**config.mk**
```make
export PLATFORM = sky130hd
export DESIGN_NAME = fetch_stage
export DESIGN_NICKNAME = d
export VERILOG_FILES = /design/src/rtl/rv_pkg.sv /design/src/rtl/fetch_queue.sv /design/src/rtl/fetch_stage.sv
export SDC_FILE = /design/constraint.sdc
export NUM_CORES = 1
export LEC_CHECK = 0
export BUFFER_PORTS_ARGS = -buffer_cell sky130_fd_sc_hd__clkbuf_2
export CAP_MARGIN = 40
export CELL_PAD_IN_SITES_DETAIL_PLACEMENT = 0
export CELL_PAD_IN_SITES_GLOBAL_PLACEMENT = 1
export CORE_MARGIN = 5
export CORE_UTILIZATION = 44
export DETAILED_ROUTE_END_ITERATION = 12
export PLACE_DENSITY_LB_ADDON = 0.1
export SYNTH_ARGS = -nofsm -noshare
export SYNTH_HDL_FRONTEND = slang
export SYNTH_SLANG_ARGS = --single-unit
```
**constraint.sdc**
```tcl
create_clock -name clk -period 6.8 [get_ports clk]
set_input_delay 1.36 -clock clk [delete_from_list [all_inputs] [get_ports clk]]
set_output_delay 1.36 -clock clk [all_outputs]
set_load 0.01 [all_outputs]
```
**src/rtl/rv_pkg.sv**
```systemverilog
// ============================================================================
//  Module   : rv_pkg
//  Brief    : Shared RV32I pipeline types and constants.
//  Revision : 1.0
// ============================================================================
`default_nettype none

package rv_pkg;

  localparam logic [31:0] NOP              = 32'h0000_0013;
  localparam logic [31:0] RESET_PC_DEFAULT = 32'h0000_0000;

  typedef struct packed {
    logic [31:0] pc;
    logic [31:0] instr;
    logic        filled;
  } fetch_entry_t;

endpackage

`default_nettype wire

```
**src/rtl/fetch_queue.sv**
```systemverilog
// ============================================================================
//  Module   : fetch_queue
//  Brief    : In-order circular buffer of fetch entries (alloc/fill/pop/flush).
//  Revision : 1.0
// ============================================================================
`default_nettype none

module fetch_queue
  import rv_pkg::*;
#(
  parameter int DEPTH = 2,
  localparam int AW   = $clog2(DEPTH),
  localparam int CW   = $clog2(DEPTH) + 1
) (
  input  logic               clk,
  input  logic               rst,
  input  logic               i_alloc,
  input  logic [31:0]        i_alloc_pc,
  input  logic               i_fill,
  input  logic [31:0]        i_fill_instr,
  input  logic               i_pop,
  input  logic               i_flush,
  output fetch_entry_t       o_head,
  output logic [CW-1:0]      o_count,
  output logic [CW-1:0]      o_unfilled
);

  fetch_entry_t  r_mem [DEPTH];
  logic [AW-1:0] r_head;
  logic [AW-1:0] r_tail;
  logic [AW-1:0] r_fill;
  logic [CW-1:0] r_count;
  logic [CW-1:0] r_unfilled;

  always_ff @(posedge clk) begin
    if (!rst) begin
      r_head     <= '0;
      r_tail     <= '0;
      r_fill     <= '0;
      r_count    <= '0;
      r_unfilled <= '0;
      for (int i = 0; i < DEPTH; i++) begin
        r_mem[i] <= '{pc: 32'h0, instr: NOP, filled: 1'b0};
      end
    end else if (i_flush) begin
      // Flush is only issued while the head is filled, so it is the sole survivor.
      for (int i = 0; i < DEPTH; i++) begin
        if (i_pop || (AW'(i) != r_head)) begin
          r_mem[i].filled <= 1'b0;
        end
      end
      r_unfilled <= '0;
      if (i_pop) begin
        r_head  <= r_head + AW'(1);
        r_tail  <= r_head + AW'(1);
        r_fill  <= r_head + AW'(1);
        r_count <= '0;
      end else begin
        r_tail  <= r_head + AW'(1);
        r_fill  <= r_head + AW'(1);
        r_count <= CW'(1);
      end
    end else begin
      if (i_alloc) begin
        r_mem[r_tail] <= '{pc: i_alloc_pc, instr: NOP, filled: 1'b0};
        r_tail        <= r_tail + AW'(1);
      end
      if (i_fill) begin
        r_mem[r_fill].instr  <= i_fill_instr;
        r_mem[r_fill].filled <= 1'b1;
        r_fill               <= r_fill + AW'(1);
      end
      if (i_pop) begin
        r_mem[r_head].filled <= 1'b0;
        r_head               <= r_head + AW'(1);
      end
      r_count    <= r_count + CW'(i_alloc) - CW'(i_pop);
      r_unfilled <= r_unfilled + CW'(i_alloc) - CW'(i_fill);
    end
  end

  assign o_head     = r_mem[r_head];
  assign o_count    = r_count;
  assign o_unfilled = r_unfilled;

endmodule

`default_nettype wire

```
**src/rtl/fetch_stage.sv**
```systemverilog
// ============================================================================
//  Module   : fetch_stage
//  Brief    : RV32I instruction fetch: PC, request issue, wrong-path drop.
//  Revision : 1.0
// ============================================================================
`default_nettype none

module fetch_stage
  import rv_pkg::*;
#(
  parameter logic [31:0] RESET_PC = RESET_PC_DEFAULT,
  parameter int          DEPTH    = 2
) (
  input  logic        clk,
  input  logic        rst,
  input  logic        pcsel,
  input  logic [31:0] target,
  input  logic        stall,
  output logic        imem_req_valid,
  input  logic        imem_req_ready,
  output logic [31:0] imem_req_addr,
  input  logic        imem_rsp_valid,
  input  logic [31:0] imem_rsp_data,
  output logic        valid,
  output logic [31:0] instr,
  output logic [31:0] pc,
  output logic [31:0] pc4
);

  localparam int CW = $clog2(DEPTH) + 1;
  localparam int OW = CW + 1;

  logic [31:0]   r_fpc;
  logic [31:0]   r_pc_hold;
  logic [CW-1:0] r_drop;

  fetch_entry_t  w_head;
  logic [CW-1:0] w_count;
  logic [CW-1:0] w_unfilled;
  logic [OW-1:0] w_occ;
  logic          w_valid;
  logic          w_consume;
  logic          w_redirect;
  logic          w_accept;
  logic          w_dropping;
  logic          w_keep;
  logic          w_fill;

  assign w_valid    = w_head.filled;
  assign w_consume  = w_valid & ~stall;
  assign w_redirect = w_consume & pcsel;
  assign w_occ      = OW'(w_count) + OW'(r_drop);

  assign imem_req_valid = rst & ~w_redirect & (w_occ < OW'(DEPTH));
  assign imem_req_addr  = r_fpc;
  assign w_accept       = imem_req_valid & imem_req_ready;

  // A response landing on the redirect cycle belongs to a flushed entry.
  assign w_dropping = (r_drop != '0);
  assign w_keep     = imem_rsp_valid & ~w_dropping;
  assign w_fill     = w_keep & ~w_redirect;

  fetch_queue #(
    .DEPTH (DEPTH)
  ) u_queue (
    .clk          (clk),
    .rst          (rst),
    .i_alloc      (w_accept),
    .i_alloc_pc   (r_fpc),
    .i_fill       (w_fill),
    .i_fill_instr (imem_rsp_data),
    .i_pop        (w_consume),
    .i_flush      (w_redirect),
    .o_head       (w_head),
    .o_count      (w_count),
    .o_unfilled   (w_unfilled)
  );

  always_ff @(posedge clk) begin
    if (!rst) begin
      r_fpc     <= RESET_PC;
      r_drop    <= '0;
      r_pc_hold <= RESET_PC;
    end else begin
      if (w_redirect) begin
        r_fpc <= target;
      end else if (w_accept) begin
        r_fpc <= r_fpc + 32'd4;
      end
      if (w_redirect) begin
        r_drop <= w_unfilled - CW'(w_keep);
      end else if (imem_rsp_valid && w_dropping) begin
        r_drop <= r_drop - CW'(1);
      end
      if (w_valid) begin
        r_pc_hold <= w_head.pc;
      end
    end
  end

  assign valid = w_valid;
  assign instr = w_valid ? w_head.instr : NOP;
  assign pc    = w_valid ? w_head.pc : r_pc_hold;
  assign pc4   = pc + 32'd4;

endmodule

`default_nettype wire

```
==> qor.yml, run 1 <==
outcome:
  status: "complete, no violations"
synthesis:
  synth.most_common_cell: "and2_1"
  synth.distinct_cells: 50
  synth_commonest_cells: "and2_1 (153), edfxtp_1 (128), mux2i_1 (102), dfxtp_1 (76), nor2_1 (66)"
  synth.ff_latch_count: 204
  yosys_warnings: 0
  syn_nets: 972
  synth.largest_area_cell: "edfxtp_1"
  synth_area_um2: 10100
  ys.flop_type: "edfxtp_1"
  synth_edf_count: 128
  ys_top_cells_by_area: "edfxtp_1 (38%), dfxtp_1 (15%), mux2i_1 (10%)"
  synthArstFlopShare: 0
  seq_area_frac_synth: 0.530
  syn_avg_cell_area_um2: 11.4
  synthCells: 891
  yosysTopAreaCellShare: 0.380
setup_path:
  start_kind: "register"
  endpoint: "pc4[26]"
  endpoint_kind: "output port"
  path_max_fanout: 34
  reg2regPathDepth: 8
  required_ps: 5440
  path_class: "register to output port"
  reg2reg_slack_ps: 3360
  crit_arrival_ps: 3240
  reg2reg_to: "u_queue.r_mem[0][39]"
drt:
  first_pass_iters: 4
  met1_length_um: 12100
  routed.top_layer: "met4"
  wl_met2_um: 11300
  first_iter_violations: 299
  wl_um: 25000
  postRouteAntennaNets: 0
  dr_total_vias: 7101
  routed-wl-met3_um: 1260
  avgRoutedWirePerCell_um: 18.1
  via_per_inst: 5.14
  drc: 0
grt:
  grt_overflow: 0
  antenna_found_initial: 0
  grt.total_usage: 0.190
  grt_first_pass_wirelength_um: 39700
  grt_max_degree: 66
  grt_pass1_vias: 7096
finish:
  nets: 1161
  regArea_um2: 5370
  antennaDiodeCount: 0
  final_util: 0.531
  multi_input_area_um2: 4370
  drive_above_1_share: 0.257
  n_fill_cell: 2102
  areaGrowthSynthToFinish_pct: 18.8
timing:
  setup_ws_ps: 2200
  maxSlewHeadroom: 0.484
  whs_ps: 500
  rsz0062_at_grt: "false"
  period_share: 0.677
  finalHoldViolCount: 0
  fin_tns_setup_ps: 0
  setup_violations: 0
  maxSlewViolCount: 0
  skew_ps: 12.8
  tightest_slew_ps: 774
  max_clock_freq_mhz: 217
  fin_crit_ps: 4600
die:
  dieArea_um2: 26100
  ios: 200
  die_w_um: 162
  core_area_um2: 22600
  dieHeight_um: 162
  fp-row-count: 55
  initial_core_util: 0.447
cts:
  cts_resized: 0
  cts_root_buf: "clkbuf_16"
  clock-sinks: 204
  cts_buffers: 23
  cts.clk_slew.worst_paths_ps: 60
  cts_setup_buffers: 0
  htree_levels: 1
  ctsHoldBuffers: 0
  clock_latency_ps: 500
  cts_tree: "done"
  clk_path_buf_depth: 3
pwr:
  power_density_nw_per_um2: 369
  vdd_drop_max_uv: 167
  leakagePower_uw: 0.00466
placed_design:
  dp_hpwl_um: 17500
  dp_slack_ps: 2730
  numPortBuffers: 199
  gp_congestion: 0.783
worst_hold_path:
  hp-class: "register to register"
run:
  drv_cap: 0
-- worst max-delay path: stages (launching register included) --
cell and delay, ps:
dfxtp_4 830, mux2i_2 450, nand4_2 320, nor4_4 570
nand4_1 170, xnor2_1 180, clkbuf_2 150
-- registers in the layout, indices dropped and copies added, names as in the netlist, named ones only --
signal	count
u_queue.r_mem	130
imem_req_addr	32
r_pc_hold	32
r_drop	2
u_queue.o_count	2
u_queue.o_unfilled	2
u_queue.r_fill	1
u_queue.r_head	1
u_queue.r_tail	1
-- routing by layer --
layer,vias up,global-route usage
met5,-,0
met4,0,0.0388
met3,30,0.0304
met2,168,0.300
met1,3396,0.280
li1,3507,-
-- kinds of logic after synthesis --
kind of cell,Yosys count,synth area share
AND/OR/NAND/NOR,347,0.190
flip-flops,204,0.530
multiplexers,119,0.128
AO/OA/AOI/OAI,77,0.0455
buffers and inverters,73,0.0398
XOR/XNOR,60,0.0519
adder cells (fa/ha/maj),11,0.0143
-- per-stage QoR --
stage / std cells / area, um2 / total power (uW)
after detailed placement: 1340 / 11400 / 3390
final: 1382 / 12000 / 4440
after global routing: 1382 / 12000 / 4710
after floorplan: 891 / 10100 / 2870
after global placement: 1335 / 11300 / 3350
after CTS: 1382 / 12000 / 4490
-- worst min-delay path by stage --
stage	slack [ps]	to	startpoint	cells past startpoint
2_1_floorplan	500	imem_req_addr[0]	imem_req_addr[0]	2
3_3_place_gp	500	imem_req_addr[1]	imem_req_addr[1]	2
3_5_place_dp	490	imem_req_addr[0]	imem_req_addr[0]	2
4_1_cts	500	imem_req_addr[0]	imem_req_addr[0]	2
5_1_grt	550	imem_req_addr[1]	imem_req_addr[1]	2
6_report	500	imem_req_addr[0]	imem_req_addr[0]	2
-- cells in the final DEF, fill, tap and decap left out, drive strengths merged, types with 2 or more instances in the layout --
| master | netlist | final |
|---|---|---|
| xor2 | 19 | 19 |
| buf | 24 | 19 |
| a21oi | 22 | 22 |
| nor2 | 66 | 66 |
| edfxtp | 128 | 128 |
| o22a | 5 | 5 |
| nand3 | 26 | 26 |
| or3 | 6 | 6 |
| and2 | 153 | 153 |
| dfxtp | 76 | 76 |
| xnor2 | 41 | 41 |
| clkinv | 1 | 13 |
| nand2 | 37 | 37 |
| nand2b | 5 | 5 |
| clkbuf | 30 | 228 |
| a211oi | 10 | 10 |
| nand4 | 22 | 22 |
| nor3 | 13 | 13 |
| a311oi | 4 | 4 |
| inv | 18 | 19 |
| o21ai | 32 | 32 |
| mux2i | 119 | 119 |
| and3 | 6 | 6 |
| nor4 | 4 | 4 |
| and4 | 4 | 4 |
| nor3b | 2 | 2 |
| ha | 10 | 10 |
-- layout make-up --
| type | count | share of cell area |
|---|---|---|
| Clock inverter | 13 | 0.00510 |
| Timing Repair Buffer | 218 | 0.0985 |
| Inverter | 19 | 0.00594 |
| Clock buffer | 29 | 0.0498 |
| Sequential cell | 204 | 0.447 |
| Multi-Input combinational cell | 614 | 0.364 |
| Tap cell | 285 | 0.0297 |
-- power by group --
| group | internal (uW) | switching (uW) | total (uW) |
|---|---|---|---|
| sequential | 1620 | 215 | 1840 |
| combinational | 636 | 870 | 1510 |
| clock | 621 | 475 | 1100 |
| total | 2880 | 1560 | 4440 |
Note: power is estimated with default switching activity, not from simulation.
==> inputs of run 2 (changes only) <==
--- a/config.mk
+++ b/config.mk
@@ -10,7 +10,7 @@
 export CELL_PAD_IN_SITES_DETAIL_PLACEMENT = 0
 export CELL_PAD_IN_SITES_GLOBAL_PLACEMENT = 1
 export CORE_MARGIN = 5
-export CORE_UTILIZATION = 44
+export CORE_UTILIZATION = 39
 export DETAILED_ROUTE_END_ITERATION = 12
 export PLACE_DENSITY_LB_ADDON = 0.1
 export SYNTH_ARGS = -nofsm -noshare
==> constraint.sdc (replaced) <==
create_clock -name clk -period 4 [get_ports clk]
set_input_delay 0.8 -clock clk [delete_from_list [all_inputs] [get_ports clk]]
set_output_delay 0.8 -clock clk [all_outputs]
set_load 0.01 [all_outputs]
==> run 2 against run 1 <==
Against the previous run: flip-flop and latch count unchanged; critical path depth is 3 higher; final cell count grew 5.0%; global-route usage shrank 0.98 points; hold slack gained 9.4 ps; clock-buffer cell count is 6 higher; via count is 1.4% higher; critical path type unchanged; final area increased by 2.0%; core utilization shrank 5.7 points; wire length grew 7.0%.
==> qor.yml, run 2 (synthesized netlist as in run 1, its figures left out) <==
cts:
  clock_latency_ps: 500  # about the same
  clock-sinks: 204  # unchanged
  htree_levels: 1  # unchanged
  cts_buffers: 23  # unchanged
  cts_root_buf: "clkbuf_16"
  cts.clk_slew.worst_paths_ps: 60  # about the same
  cts_tree: "done"
  clk_path_buf_depth: 3  # unchanged
finish:
  final_cells: 1451  # +5.0%
  nets: 1181  # +1.7%
  drive_above_1_share: 0.271  # +0.0135
  final_common_cell: "clkbuf_2"
  max_flop_register: "u_queue.r_mem"
  antennaDiodeCount: 0  # unchanged
  areaGrowthSynthToFinish_pct: 21.1
  final_cell_mix: "clkbuf_2 (199), and2_1 (153), edfxtp_1 (128), mux2i_1 (101), dfxtp_1 (73)"
  largest_reg_flops: 130  # unchanged
die:
  dieHeight_um: 171  # +5.8%
  fp-row-count: 59  # +7.3%
  core_area_um2: 25800  # +14%
  die_w_um: 171  # +5.8%
  dieArea_um2: 29300  # +12%
  initial_core_util: 0.392  # -0.0553
  ios: 200  # unchanged
timing:
  maxSlewViolCount: 0  # unchanged
  max_clock_freq_mhz: 264
  maxSlewHeadroom: 0.560  # +0.0763
  fin_tns_setup_ps: 0  # unchanged
  finalHoldViolCount: 0  # unchanged
  rsz0062_at_grt: "false"
  setup_violations: 0  # unchanged
  period_share: 0.948
  whs_ps: 509  # +9.45 ps
  skew_ps: 8.64  # -4.12 ps
  fin_crit_ps: 3790
  tightest_slew_ps: 653  # -121 ps
pwr:
  vdd_drop_max_uv: 245  # +47%
  power_density_nw_per_um2: 630  # +71%
  leakagePower_uw: 0.00476  # +2.2%
drt:
  wl_um: 26800  # +7.0%
  drc: 0  # unchanged
  first_iter_violations: 376  # +26%
  dr_total_vias: 7201  # +1.4%
  first_pass_iters: 4  # unchanged
  postRouteAntennaNets: 0  # unchanged
  via_per_inst: 4.96  # -3.4%
  avgRoutedWirePerCell_um: 18.5  # +1.9%
worst_hold_path:
  hp-class: "register to register"
run:
  drv_cap: 0  # unchanged
setup_path:
  start_kind: "register"
  reg2reg_slack_ps: 840  # -2520 ps
  endpoint_kind: "output port"
  path_max_fanout: 13  # -62%
  path_class: "register to output port"
  crit_arrival_ps: 2990  # -250 ps
  required_ps: 3200  # -2240 ps
grt:
  grt.total_usage: 0.180  # -0.00979
  grt_overflow: 0  # unchanged
  grt_first_pass_wirelength_um: 41700  # +4.9%
  grt_max_degree: 40  # -39%
  grt_pass1_vias: 7179  # +1.2%
  antenna_found_initial: 0  # unchanged
placed_design:
  gp_congestion: 0.750  # -4.2%
  numPortBuffers: 199  # unchanged
  dp_cells: 1409  # +5.1%
  dp_hpwl_um: 18800  # +7.9%
outcome:
  status: "complete, no violations"
==> run 2: cell types whose count changed in the layout (fill, tap and decap cells not counted), sizes merged <==
cell	before	now
clkinv	13	7
inv	19	18
clkbuf	228	234
buf	19	39
==> run 2: worst max-delay path, cell delays in order (launching register included) <==
cell and delay [ps]:
dfxtp_4 490, buf_4 310, mux2i_1 120, mux2i_2 330, nand4_1 260, nor4_4 320
buf_4 200, nand4_1 120, xnor2_1 180, clkbuf_2 150
==> run 2: final timing paths <==
check / end / cells past startpoint / startpoint
worst max-delay path: pc4[23] / 9 / u_queue.r_mem[1][0]
worst min-delay path: imem_req_addr[1] / 2 / imem_req_addr[1]
worst max register to register: imem_req_addr[31] / 8 / register
worst min register to register: imem_req_addr[1] / 2 / imem_req_addr[1]
==> run 2: per-stage QoR <==
step           total power [uW]   util  area, um2  setup WS (ps)
6_report                   7720  0.474      12300            208
5_1_grt                    8210  0.474      12300           8.22
4_1_cts                    7810  0.473      12200           59.0
3_5_place_dp               5860  0.446      11500            598
3_3_place_gp               5840  0.446      11500            645
2_1_floorplan              4870      -      10100           83.2
==> run 2: per-layer routing <==
layer	vias to the layer above	routed length, um	track usage
met1	3476	13300	0.274
met2	157	12000	0.278
met3	21	1290	0.0287
met5	-	0	0
li1	3547	-	-
met4	0	252	0.0286
==> run 2: power by group <==
group	switching (uW)	leakage [uW]	internal (uW)
clock	801	0.000332	1110
combinational	1560	0.00248	1150
sequential	341	0.00195	2760
total	2700	0.00476	5020
==> run 2: area by class of cell <==
class                           instances  area, um2
Fill cell                            2477      13600
Sequential cell                       204       5380
Multi-Input combinational cell        614       4410
Timing Repair Buffer                  238       1300
Clock buffer                           35        651
Tap cell                              335        419
Inverter                               19       71.3
Clock inverter                          6       26.3
==> run 2: repair_timing <==
item	CTS	global route
buffers inserted	0	1
gates resized for setup	0	7
hold buffers	0	0
endpoints found under the setup margin	0	13
